--- src/rtl/lr_sc_reservation_unit_pkg.sv ---
// Shared definitions for the LR/SC reservation unit: FSM state encoding,
// reservation granule and SC result encodings.
package lr_sc_reservation_unit_pkg;

  typedef logic [1:0] resv_state_t;

  localparam resv_state_t ST_IDLE    = 2'd0;
  localparam resv_state_t ST_HELD    = 2'd1;
  localparam resv_state_t ST_SC_RESP = 2'd2;

  // Reservations cover one aligned 32-bit word.
  localparam int RESV_GRANULE_LSB = 2;

  // Value written to rd by SC.W.
  localparam logic SC_SUCCESS = 1'b0;
  localparam logic SC_FAILURE = 1'b1;

endpackage

--- src/rtl/lr_sc_reservation_unit_resv_timeout_ctr.sv ---
// Reservation lifetime counter. Reloads on LR, counts down while a
// reservation is held and reports expiry when it reaches zero.
// Only instantiated when LRSC_TIMEOUT_EN is defined.
module resv_timeout_ctr #(
  parameter int TIMEOUT_CYCLES = 64
) (
  input  logic clk,
  input  logic rst_n,
  input  logic load,
  input  logic run,
  output logic expired
);

  localparam int CNT_W = $clog2(TIMEOUT_CYCLES + 1);

  logic [CNT_W-1:0] cnt;

  // Reload on a new reservation, otherwise count down to zero while held.
  always_ff @(posedge clk or negedge rst_n) begin
    if (!rst_n)                      cnt <= '0;
    else if (load)                   cnt <= CNT_W'(TIMEOUT_CYCLES - 1);
    else if (run && (cnt != '0))     cnt <= cnt - 1'b1;
  end

  assign expired = (cnt == '0);

endmodule

--- src/rtl/lr_sc_reservation_unit.sv ---
// LR/SC reservation tracker for a single hart. Holds at most one word
// reservation, grants SC writes combinationally and returns the SC result
// as a registered one-cycle pulse.
// Optional feature: define LRSC_TIMEOUT_EN to bound reservation lifetime
// to TIMEOUT_CYCLES cycles.
module lr_sc_reservation_unit
  import lr_sc_reservation_unit_pkg::*;
#(
  parameter int ADDR_W         = 32,
  parameter int TIMEOUT_CYCLES = 64
) (
  input  logic              clk,
  input  logic              rst_n,
  input  logic              lr_valid,
  input  logic              sc_valid,
  input  logic [ADDR_W-1:0] mem_addr,
  input  logic              store_valid,
  input  logic [ADDR_W-1:0] store_addr,
  input  logic              flush,
  output logic              reserved,
  output logic [ADDR_W-1:0] reserved_addr,
  output logic              sc_write_en,
  output logic              sc_done,
  output logic              sc_fail
);

  localparam int W = RESV_GRANULE_LSB;

  resv_state_t state, state_nxt;
  logic        lr_take;
  logic        mem_match;
  logic        st_conflict;
  logic        expired;

  assign reserved    = (state == ST_HELD);
  assign mem_match   = (mem_addr[ADDR_W-1:W] == reserved_addr[ADDR_W-1:W]);
  assign st_conflict = reserved & store_valid &
                       (store_addr[ADDR_W-1:W] == reserved_addr[ADDR_W-1:W]);
  // An LR only takes effect when neither a flush nor an SC outranks it.
  assign lr_take     = lr_valid & ~sc_valid & ~flush;

`ifdef LRSC_TIMEOUT_EN
  logic expired_raw;

  resv_timeout_ctr #(
    .TIMEOUT_CYCLES(TIMEOUT_CYCLES)
  ) u_timeout (
    .clk    (clk),
    .rst_n  (rst_n),
    .load   (lr_take),
    .run    (reserved),
    .expired(expired_raw)
  );

  assign expired = reserved & expired_raw;
`else
  localparam int unused_timeout_cycles = TIMEOUT_CYCLES;
  assign expired = 1'b0;
`endif

  // A same-cycle store to the reserved word or an expiring reservation
  // kills the SC before it can write.
  assign sc_write_en = sc_valid & reserved & mem_match & ~flush &
                       ~st_conflict & ~expired;

  // Next-state: flush > SC > LR > store/timeout.
  always_comb begin
    state_nxt = ST_IDLE;
    if (flush)                                state_nxt = ST_IDLE;
    else if (sc_valid)                        state_nxt = ST_SC_RESP;
    else if (lr_valid)                        state_nxt = ST_HELD;
    else if (state == ST_HELD && !expired && !st_conflict)
                                              state_nxt = ST_HELD;
  end

  // State register.
  always_ff @(posedge clk or negedge rst_n) begin
    if (!rst_n) state <= ST_IDLE;
    else        state <= state_nxt;
  end

  // Latch the word-aligned reservation address on an accepted LR.
  always_ff @(posedge clk or negedge rst_n) begin
    if (!rst_n)       reserved_addr <= '0;
    else if (lr_take) reserved_addr <= {mem_addr[ADDR_W-1:W], {W{1'b0}}};
  end

  // SC result pulse, one cycle after the SC; flush still reports a failure.
  always_ff @(posedge clk or negedge rst_n) begin
    if (!rst_n) begin
      sc_done <= 1'b0;
      sc_fail <= 1'b0;
    end else begin
      sc_done <= sc_valid;
      sc_fail <= sc_valid ? (sc_write_en ? SC_SUCCESS : SC_FAILURE) : 1'b0;
    end
  end

endmodule
--- config.mk ---
export PLATFORM = sky130hd
export DESIGN_NAME = lr_sc_reservation_unit
export DESIGN_NICKNAME = d
export VERILOG_FILES = /design/src/rtl/lr_sc_reservation_unit_pkg.sv /design/src/rtl/lr_sc_reservation_unit_resv_timeout_ctr.sv /design/src/rtl/lr_sc_reservation_unit.sv
export SDC_FILE = /design/constraint.sdc
export NUM_CORES = 1
export LEC_CHECK = 0
export CAP_MARGIN = 10
export CORE_ASPECT_RATIO = 0.7
export CORE_MARGIN = 2
export CORE_UTILIZATION = 30
export CTS_BUF_LIST = sky130_fd_sc_hd__clkbuf_8
export DETAILED_ROUTE_END_ITERATION = 10
export PLACE_DENSITY_LB_ADDON = 0.12
export SYNTH_ARGS = -nofsm -noshare
export SYNTH_HDL_FRONTEND = slang
export SYNTH_SLANG_ARGS = --single-unit
--- constraint.sdc ---
create_clock -name clk -period 3.3 [get_ports clk]
set_input_delay 0.99 -clock clk [delete_from_list [all_inputs] [get_ports clk]]
set_output_delay 0.99 -clock clk [all_outputs]
set_load 0.01 [all_outputs]
==> impl_metrics.toml <==
[placed_design]
hpwl_microns = 4130
place.gp.congestion = 0.732
buffer_ports.inserted = 99
pre_cts_slack_ns = -0.790

[min_path]
hp-start = "reserved_addr[6]"
hold_path_class = "flop to flop"
min_path_cells = 1

[yosys]
postSynthAreaPerCell_sq_um = 12.2
yosys.cell_types.count = 16
synth_edf_count = 0
yosysSeqAreaShare = 0.442
synth_most_common_cell = "dfrtp_1"
ys_ff_latch = 34
synth_cells = 158
yosys-top-cells-count = "dfrtp_1, mux2_2, xnor2_1, xor2_1, nand4_1"
yosysTopAreaCell = "dfrtp_1"
yosys-top-cells-area = "dfrtp_1, mux2_2, xnor2_1"
yosysWarnings = 0
synth_area_sq_mm = 0.00193
yosys_most_used_dff = "dfrtp_1"
async_flop_share = 1.00
yosysTopAreaCellShare = 0.442

[clock_tree]
cts_max_path_buffers = 2
numCtsBuffers = 5
cts_hold_buf = 0
cts_tree = "done"
h-tree-depth = 2
clkSlewWorstSetupHoldPaths_ns = 0.07
root_buffer = "clkbuf_8"
cts.sinks = 34
clk_latency_ns = 0.29
cts_setup_buffers = 0

[pwr]
power_frac_comb = 0.371
irDropWorstVdd_uv = 201
clkPwrFrac = 0.242
p_seq_frac = 0.387
power.density_mw_per_mm2 = 479
leakage_nw = 1.43
switching_share = 0.313
p_sw_mw = 0.490
power.internal_mw = 1.08

[routing]
vias_per_cell = 4.55
route.detailed.drc = 0
vias = 1582
wl_per_cell_microns = 15.3
antenna_left = 0
routed_wl_microns = 5310
dr.pass1.iters = 4
drt_iter0_drc = 31

[timing]
worst_slew_pin_slew_ns = 0.794
timing.final.crit_share = 0.987
slew_violations = 0
rsz0062_at_grt = "yes"
whs_ns = 0.601
finClkSkew_ns = 0.00811
relSlewSlack = 0.471
min_period_ns = 3.26
fmax_mhz = 307
finalSetupViolations = 0
setup_tns_ns = 0
setup_ws_ns = 0.0441
hold_viol_final = 0

[global_routing]
grt_pass1_wl_microns = 8250
grt_max_degree = 35
antenna_found_initial = 0
grt.total_usage = 0.153
grt_pass1_vias = 1609
overflow = 0

[status]
status = "finished clean"

[floorplanning]
start_util = 0.310
dieHeight_microns = 71.0
core_sq_mm = 0.00622
design.die.area_sq_mm = 0.00709
die_w_microns = 99.8
fp-row-count = 24
io_pins = 106

[layout]
syn2layout_area_growth_pct = 69.7
drive_gt1_frac = 0.452
ff_latch_area_sq_um = 851
n_fill_cell = 547
fin_nets = 339
multiInputGateArea_sq_mm = 0.00131
antenna_cells = 0

[setup_path]
worstReg2RegStart = "reserved_addr[8]"
cp.required_ns = 2.31
critPathKind = "input pin to output pin"
crit_fanout = 2
worstSetupEndpointType = "output pin"
cp.arrival_ns = 2.27
start_kind = "input pin"
crit_start = "store_addr[30]"
reg2regPathDepth = 5

[run]
maxCapViolations = 0
[flip-flops by register name, summed over array words and instances (netlist names)]
signal,count
reserved_addr,30
state,2
sc_done,1
sc_fail,1
[per-layer routing]
layer  vias to the layer above  wire [microns]  part of all wire  global-route usage
li1                        765               -                 -                   -
met4                         0              49            0.0092              0.0411
met2                        65            2280              0.43               0.217
met1                       745            2550              0.48               0.224
met3                         7             434             0.082              0.0524
met5                         -               0                 0                   0
[critical path, stage by stage]
cell and delay, ns:
buf_6 0.10, xnor2_2 0.12, nand4_1 0.13, or4_4 0.55
o21ai_4 0.18, nor3_2 0.06, buf_2 0.14
[cells by family after synthesis]
logic type,synth area share
other,0.00195
XOR/XNOR,0.273
AND/OR/NAND/NOR,0.0767
multiplexers,0.175
flip-flops,0.442
buffers and inverters,0.0175
AO/OA/AOI/OAI,0.0136
[what timing repair did]
item / in CTS / in global routing
pin swaps: 51 / 31
endpoints found under the hold margin: 0 / 0
endpoints found under the setup margin: 1 / 1
resized for setup: 173 / 47
gates cloned: 0 / 0
[power groups by stage]
stage	combinational (mW)	sequential, mW	clock [mW]
floorplan	0.213	0.615	0
global placement	0.540	0.593	0
detailed placement	0.539	0.595	0
CTS	0.546	0.595	0.391
global route	0.625	0.623	0.410
finish	0.581	0.606	0.378
[worst paths after layout]
check                               endpoint  slack [ns]
max                              sc_write_en        0.04
min                         reserved_addr[6]        0.60
max reg2reg                          sc_fail        1.33
min reg2reg                 reserved_addr[6]        0.60
max in group asynchronous  reserved_addr[10]        2.01
min in group asynchronous  reserved_addr[23]        0.79
[through the flow]
| stage | instances | util | cell area [sq um] | power (mW) |
|---|---|---|---|---|
| 3_5_place_dp | 340 | 0.492 | 3060 | 1.13 |
| 2_1_floorplan | 159 | - | 1930 | 0.827 |
| 6_report | 348 | 0.526 | 3270 | 1.57 |
| 3_3_place_gp | 340 | 0.492 | 3060 | 1.13 |
| 4_1_cts | 348 | 0.504 | 3130 | 1.53 |
| 5_1_grt | 348 | 0.526 | 3270 | 1.66 |
[area by class of cell]
cell class                      count  area share
Clock buffer                        5      0.0211
Clock inverter                      3      0.0123
Inverter                            1     0.00115
Multi-Input combinational cell    119       0.401
Sequential cell                    34       0.260
Tap cell                           78      0.0299
Timing Repair Buffer              108       0.274
[cells in the final DEF, fill, tap and decap left out, types with 2 or more instances in the layout]
| master | synthesis | final |
|---|---|---|
| clkdlybuf4s50_1 | 0 | 34 |
| dfrtp_1 | 34 | 34 |
| mux2_2 | 30 | 30 |
| xor2_1 | 30 | 25 |
| buf_2 | 3 | 23 |
| xnor2_1 | 30 | 15 |
| dlygate4sd2_1 | 0 | 14 |
| xnor2_2 | 0 | 12 |
| clkbuf_2 | 0 | 11 |
| nand4_1 | 10 | 10 |
| buf_4 | 2 | 9 |
| buf_6 | 0 | 6 |
| xor2_2 | 0 | 5 |
| clkbuf_8 | 0 | 5 |
| dlymetal6s2s_1 | 0 | 5 |
| clkdlybuf4s15_1 | 0 | 5 |
| nor4_2 | 0 | 4 |
| nor3_2 | 0 | 4 |
| xnor2_4 | 0 | 3 |
| or4_4 | 0 | 2 |
| conb_1 | 1 | 2 |
| clkinv_2 | 0 | 2 |
Power figures use the tool's default switching activity.
